[config.mk]
export PLATFORM = sky130hd
export DESIGN_NAME = shift_sched
export DESIGN_NICKNAME = d
export VERILOG_FILES = /design/src/rtl/shift_sched.sv
export SDC_FILE = /design/constraint.sdc
export NUM_CORES = 1
export LEC_CHECK = 0
export ABC_AREA = 0
export CAP_MARGIN = 10
export CORE_ASPECT_RATIO = 1.5
export CORE_MARGIN = 1.5
export CORE_UTILIZATION = 42
export DETAILED_ROUTE_END_ITERATION = 7
export HOLD_SLACK_MARGIN = 0.05
export PLACE_DENSITY = 0.87
export SLEW_MARGIN = 20
export SYNTH_ARGS = -nofsm -noshare
export SYNTH_HDL_FRONTEND = slang
export SYNTH_SLANG_ARGS = --single-unit
[constraint.sdc]
create_clock -name clk -period 3.5 [get_ports clk]
set_input_delay 0.7 -clock clk [delete_from_list [all_inputs] [get_ports clk]]
set_output_delay 0.7 -clock clk [all_outputs]
set_load 0.03 [all_outputs]
[src/rtl/shift_sched.sv]
// -----------------------------------------------------------------------------
// shift_sched
//
// Two-requester scheduler for a shared 8-bit combinational logical left barrel
// shifter whose single pass shifts by 0..3 bits. The shifter lives outside
// this block; it is driven through sh_di/sh_sel and answers on sh_so within
// the same cycle.
//
// A request is granted round-robin. Its amount is worked off as repeated
// passes of at most 3 bits, and the result is presented with a valid/ready
// handshake.
//
// Optional feature (macro SHIFT_SCHED_SATURATE_EN):
//   When defined, any accepted amount >= 8 clears the operand and jumps
//   straight to DONE. The result is the same as running the passes, which
//   would also give 0x00; only the latency and the shifter activity change.
//
// Parameters:
//   AMT_W      width of the requested shift amount (>= 2)
//
// Ports:
//   clk, rst_n                    clock, asynchronous active-low reset
//   req0_valid/di/amt/ready       requester 0 request channel
//   req1_valid/di/amt/ready       requester 1 request channel
//   res_valid/do/id/ready         result channel (id = requester index)
//   busy                          high whenever the FSM is not IDLE
//   sh_di, sh_sel                 drive the external shifter
//   sh_so                         shifter result (combinational return)
//   state_dbg                     current FSM state (0 IDLE, 1 SHIFT, 2 DONE)
//
// Handshake semantics (both channels):
//   A transfer happens on the rising edge where valid and ready are both high.
//   A producer that raised valid keeps valid and its payload stable until that
//   edge. On the request side, ready is only ever offered in IDLE, and only to
//   the granted requester. On the result side, res_valid and its payload hold
//   stable in DONE until res_ready is sampled high. ready never depends
//   combinationally on the other channel's ready.
// -----------------------------------------------------------------------------
module shift_sched #(
    parameter int AMT_W = 4
) (
    input  logic             clk,
    input  logic             rst_n,

    input  logic             req0_valid,
    input  logic [7:0]       req0_di,
    input  logic [AMT_W-1:0] req0_amt,
    output logic             req0_ready,

    input  logic             req1_valid,
    input  logic [7:0]       req1_di,
    input  logic [AMT_W-1:0] req1_amt,
    output logic             req1_ready,

    output logic             res_valid,
    output logic [7:0]       res_do,
    output logic             res_id,
    input  logic             res_ready,

    output logic             busy,

    output logic [7:0]       sh_di,
    output logic [1:0]       sh_sel,
    input  logic [7:0]       sh_so,

    output logic [1:0]       state_dbg
);

    typedef enum logic [1:0] {
        IDLE  = 2'd0,
        SHIFT = 2'd1,
        DONE  = 2'd2
    } state_t;

    localparam logic [AMT_W-1:0] MAX_PASS = AMT_W'(3);

    state_t           state;
    state_t           state_nx;
    logic [7:0]       acc;
    logic [AMT_W-1:0] rem;
    logic             id;
    logic             last;

    logic             grant0;
    logic             grant1;
    logic             accept;
    logic [7:0]       pick_di;
    logic [AMT_W-1:0] pick_amt;
    logic             pick_id;
    logic [AMT_W-1:0] rem_nx;
    logic             sat;

    // -------------------------------------------------------------------------
    // Arbitration: a lone requester always wins. On a tie, the requester that
    // was not granted last time wins. last resets to 1, so requester 0 takes
    // the first tie.
    // -------------------------------------------------------------------------
    always_comb begin
        grant0 = req0_valid & (~req1_valid | last);
        grant1 = req1_valid & (~req0_valid | ~last);
    end

    assign accept     = (state == IDLE) & (grant0 | grant1);
    assign req0_ready = (state == IDLE) & grant0;
    assign req1_ready = (state == IDLE) & grant1;

    // Operand selection for the winning requester.
    always_comb begin
        pick_di  = req0_di;
        pick_amt = req0_amt;
        pick_id  = 1'b0;
        if (grant1) begin
            pick_di  = req1_di;
            pick_amt = req1_amt;
            pick_id  = 1'b1;
        end
    end

`ifdef SHIFT_SCHED_SATURATE_EN
    // Any amount with a bit set at weight 8 or above empties an 8-bit operand.
    assign sat = |(pick_amt >> 3);
`else
    assign sat = 1'b0;
`endif

    // -------------------------------------------------------------------------
    // Shifter drive. A pass takes min(rem, 3) bits. Because sel <= rem,
    // rem - sel never wraps. Outside SHIFT the shifter is held at sel = 0.
    // -------------------------------------------------------------------------
    always_comb begin
        sh_di  = acc;
        sh_sel = 2'd0;
        if (state == SHIFT) begin
            sh_sel = (rem > MAX_PASS) ? 2'd3 : rem[1:0];
        end
    end

    assign rem_nx = rem - AMT_W'(sh_sel);

    // -------------------------------------------------------------------------
    // Next-state logic
    // -------------------------------------------------------------------------
    always_comb begin
        state_nx = state;
        case (state)
            IDLE: begin
                if (accept) begin
                    if (sat || (pick_amt == '0)) begin
                        state_nx = DONE;
                    end else begin
                        state_nx = SHIFT;
                    end
                end
            end
            SHIFT: begin
                if (rem_nx == '0) begin
                    state_nx = DONE;
                end
            end
            DONE: begin
                if (res_ready) begin
                    state_nx = IDLE;
                end
            end
            default: state_nx = IDLE;
        endcase
    end

    // -------------------------------------------------------------------------
    // State and datapath registers. Reset abandons any operation in flight.
    // -------------------------------------------------------------------------
    always_ff @(posedge clk or negedge rst_n) begin
        if (!rst_n) begin
            state <= IDLE;
            acc   <= 8'h00;
            rem   <= '0;
            id    <= 1'b0;
            last  <= 1'b1;
        end else begin
            state <= state_nx;
            if (accept) begin
                acc  <= sat ? 8'h00 : pick_di;
                rem  <= sat ? '0 : pick_amt;
                id   <= pick_id;
                last <= pick_id;
            end else if (state == SHIFT) begin
                acc <= sh_so;
                rem <= rem_nx;
            end
        end
    end

    // -------------------------------------------------------------------------
    // Outputs. acc is only loaded on accept or by a pass, so in DONE it holds
    // the finished result and stays stable under backpressure.
    // -------------------------------------------------------------------------
    assign res_valid = (state == DONE);
    assign res_do    = acc;
    assign res_id    = id;
    assign busy      = (state != IDLE);
    assign state_dbg = state;

endmodule

==> run summary <==
Area Growth Syn to Fin: 54.64%
Worst IR drop on VDD: 652.7 uV
Largest net degree at the start of global routing: 24
CTS tree: yes
Crit start category: flop
Post-route ant nets: 0
Endpoints failing setup: 0
Post-synth ARST share: 100.0%
P_leak: 0.7182 nW
Predominant post-synthesis flop cell: dfrtp_1
Worst Path Arrival: 2.20 ns
CTS sink count: 16
Syn Nets: 176
Top cell type's share of synthesized area: 33.11%
Relative slew slack: 44.64%
Hpwl dp: 2651 um
Synthesized area per cell: 8.335 um^2
Share of cells above drive strength 1: 6.878%
Gpl congestion: 0.8272
Die W: 45.42 um
DR vias: 1206
Core ar.: 2505 um^2
Crit end category: output port
Max H-tree Level: 1
Post-CTS Setup Inserts: 0
I/O Buffers: 61
Max_cap viols: 0
Fin crit share: 82.85%
Final TNS setup: 0 ns
Worst Hold Depth: 2
CTS buffer count: 3
Critical path fanouts, max: 17
Clock Latency Late Sink: 0.29 ns
Actual slew at the worst max-slew pin: 0.8248 ns
Hold slack: 0.5050 ns
Netlist cell types: 37
Post-cts hold buffer count: 0
Clk slew on worst S/H paths: 0.10 ns
HP Class: reg2reg
FF-to-FF path depth: 9
Seq cells post-synth: 16
Via density: 5.360
Ports: 62
DRC: 0
Root buffer cell: clkbuf_4
Peak Freq: 344.8 MHz
Grt ovf: 0
Status: completed
Clock skew: 0.001102 ns
Path type of the worst setup path: reg2out
# resized after CTS: 0
Power Density: 1010 nW/um^2
Rows: 22
N_diodes: 0
Mapped Area: 1134 um^2
1st-iter DRT viols: 29
Dominant cell type by area after synthesis: dfrtp_1
EDFF count, synth: 0
Initial antenna violation count: 0
First-pass GRT wire length: 5264 um
RSZ-0062 raised after global routing: false
Wirelength, routed: 3314 um
Post-Syn Instances: 136
Net count, final: 230
Die area: 3026 um^2
GRT Resource Usage Total: 23.57%
Pre-antenna DRT Iters: 4
Fin. max-slew vios: 0
Syn. warnings: 0
Vias in the first global route: 1245
Critical Path RT: 2.80 ns
Routed len/inst: 14.73 um
Post-synthesis sequential area ratio: 35.43%
Die height: 66.63 um
Starting Density: 45.25%
Final min period: 2.900 ns
Synth area leaders: dfrtp_1 (33%), nor2b_1 (6.1%), a211oi_1 (6.0%), nand2_1 (6.0%), buf_4 (5.3%)
Hold Violations, Final: 0
Max clock buf depth: 2
==> kinds of logic (layout without fill, tap and decap cells) <==
kind of cell,Yosys count,after routing,share of synthesized area [%]
adder cells (fa/ha/maj),3,3,3.973
multiplexers,3,3,2.649
XOR/XNOR,2,2,1.546
AO/OA/AOI/OAI,37,37,22.74
AND/OR/NAND/NOR,51,51,22.52
flip-flops,16,16,35.43
buffers and inverters,24,77,11.15
==> cell type report <==
class / count / area (um^2)
clock buffer: 4 / 36.28
fill: 204 / 752.0
inverter: 9 / 33.78
multi-input combinational: 96 / 605.6
sequential: 16 / 401.6
tap: 36 / 45.04
timing repair buffer: 64 / 630.6
==> sequential cells by signal (all words and copies together) (netlist names) <==
name	count
rem	4
state_dbg	2
last	1
res_id	1
res_do	8
==> layer usage <==
metal  global-route usage, %  share of wire [%]
met3                   3.252                4.9
met2                   46.48                 57
met5                       0                  0
met4                   7.721                1.8
met1                   23.33                 36
==> cell usage in the layout, fill, tap and decap left out, types with 2 or more instances in the layout <==
master,synthesis,layout
a21oi_1,3,3
a211oi_1,9,9
o21ai_0,3,3
nor2_1,7,7
xnor2_1,2,2
nor3_1,3,3
nand2_1,18,18
clkdlybuf4s50_1,0,60
nor4_1,2,2
inv_1,8,8
buf_4,8,4
dfrtp_1,15,15
a31oi_1,9,9
nand3_1,2,2
ha_1,2,2
nand2b_1,3,3
nor2b_1,11,11
o221ai_1,2,2
mux2i_1,3,3
o21ai_1,3,3
clkbuf_4,0,3
==> final timing paths <==
| check | from | endpoint | slack, ns |
|---|---|---|---|
| min reg2reg | last | last | 0.51 |
| min | last | last | 0.51 |
| max | state_dbg[1] | sh_sel[0] | 0.60 |
| max in group asynchronous | rst_n | res_do[2] | 2.20 |
| min in group asynchronous | rst_n | state_dbg[0] | 0.84 |
| max reg2reg | state_dbg[1] | state_dbg[1] | 0.67 |
==> metrics by stage <==
step / utilization [%] / instances / worst slack [ns] / power [mW] / cell area, um^2
6_report: 69.98 / 225 / 0.6001 / 1.771 / 1753
2_1_floorplan: - / 136 / 0.6465 / 1.240 / 1134
4_1_cts: 69.98 / 225 / 0.6193 / 1.778 / 1753
3_5_place_dp: 68.53 / 221 / 0.6413 / 1.643 / 1717
3_3_place_gp: 68.53 / 221 / 0.6994 / 1.593 / 1717
5_1_grt: 69.98 / 225 / 0.5090 / 1.874 / 1753
==> cell usage after synthesis (all sizes together), types with 3 or more instances <==
cell type and n:
nor2b 11, mux2i 3, nand2b 3, a211oi 9
o21ai 6, dfrtp 15, nor2 8, buf 13
nand2 18, a21oi 4, a31oi 9, inv 9
nor3 3
==> critical path, stage by stage (launching register included) <==
cell and delay (ns):
dfrtp_1 0.48, nand2b_1 0.46, nor2_1 0.27, clkdlybuf4s50_1 0.70
==> power by group <==
group          internal [mW]  switching (mW)  total (mW)
Combinational          0.534           0.724        1.26
Sequential             0.289          0.0994       0.388
Clock                 0.0634          0.0608       0.124
Note: power is estimated with default switching activity, not from simulation.
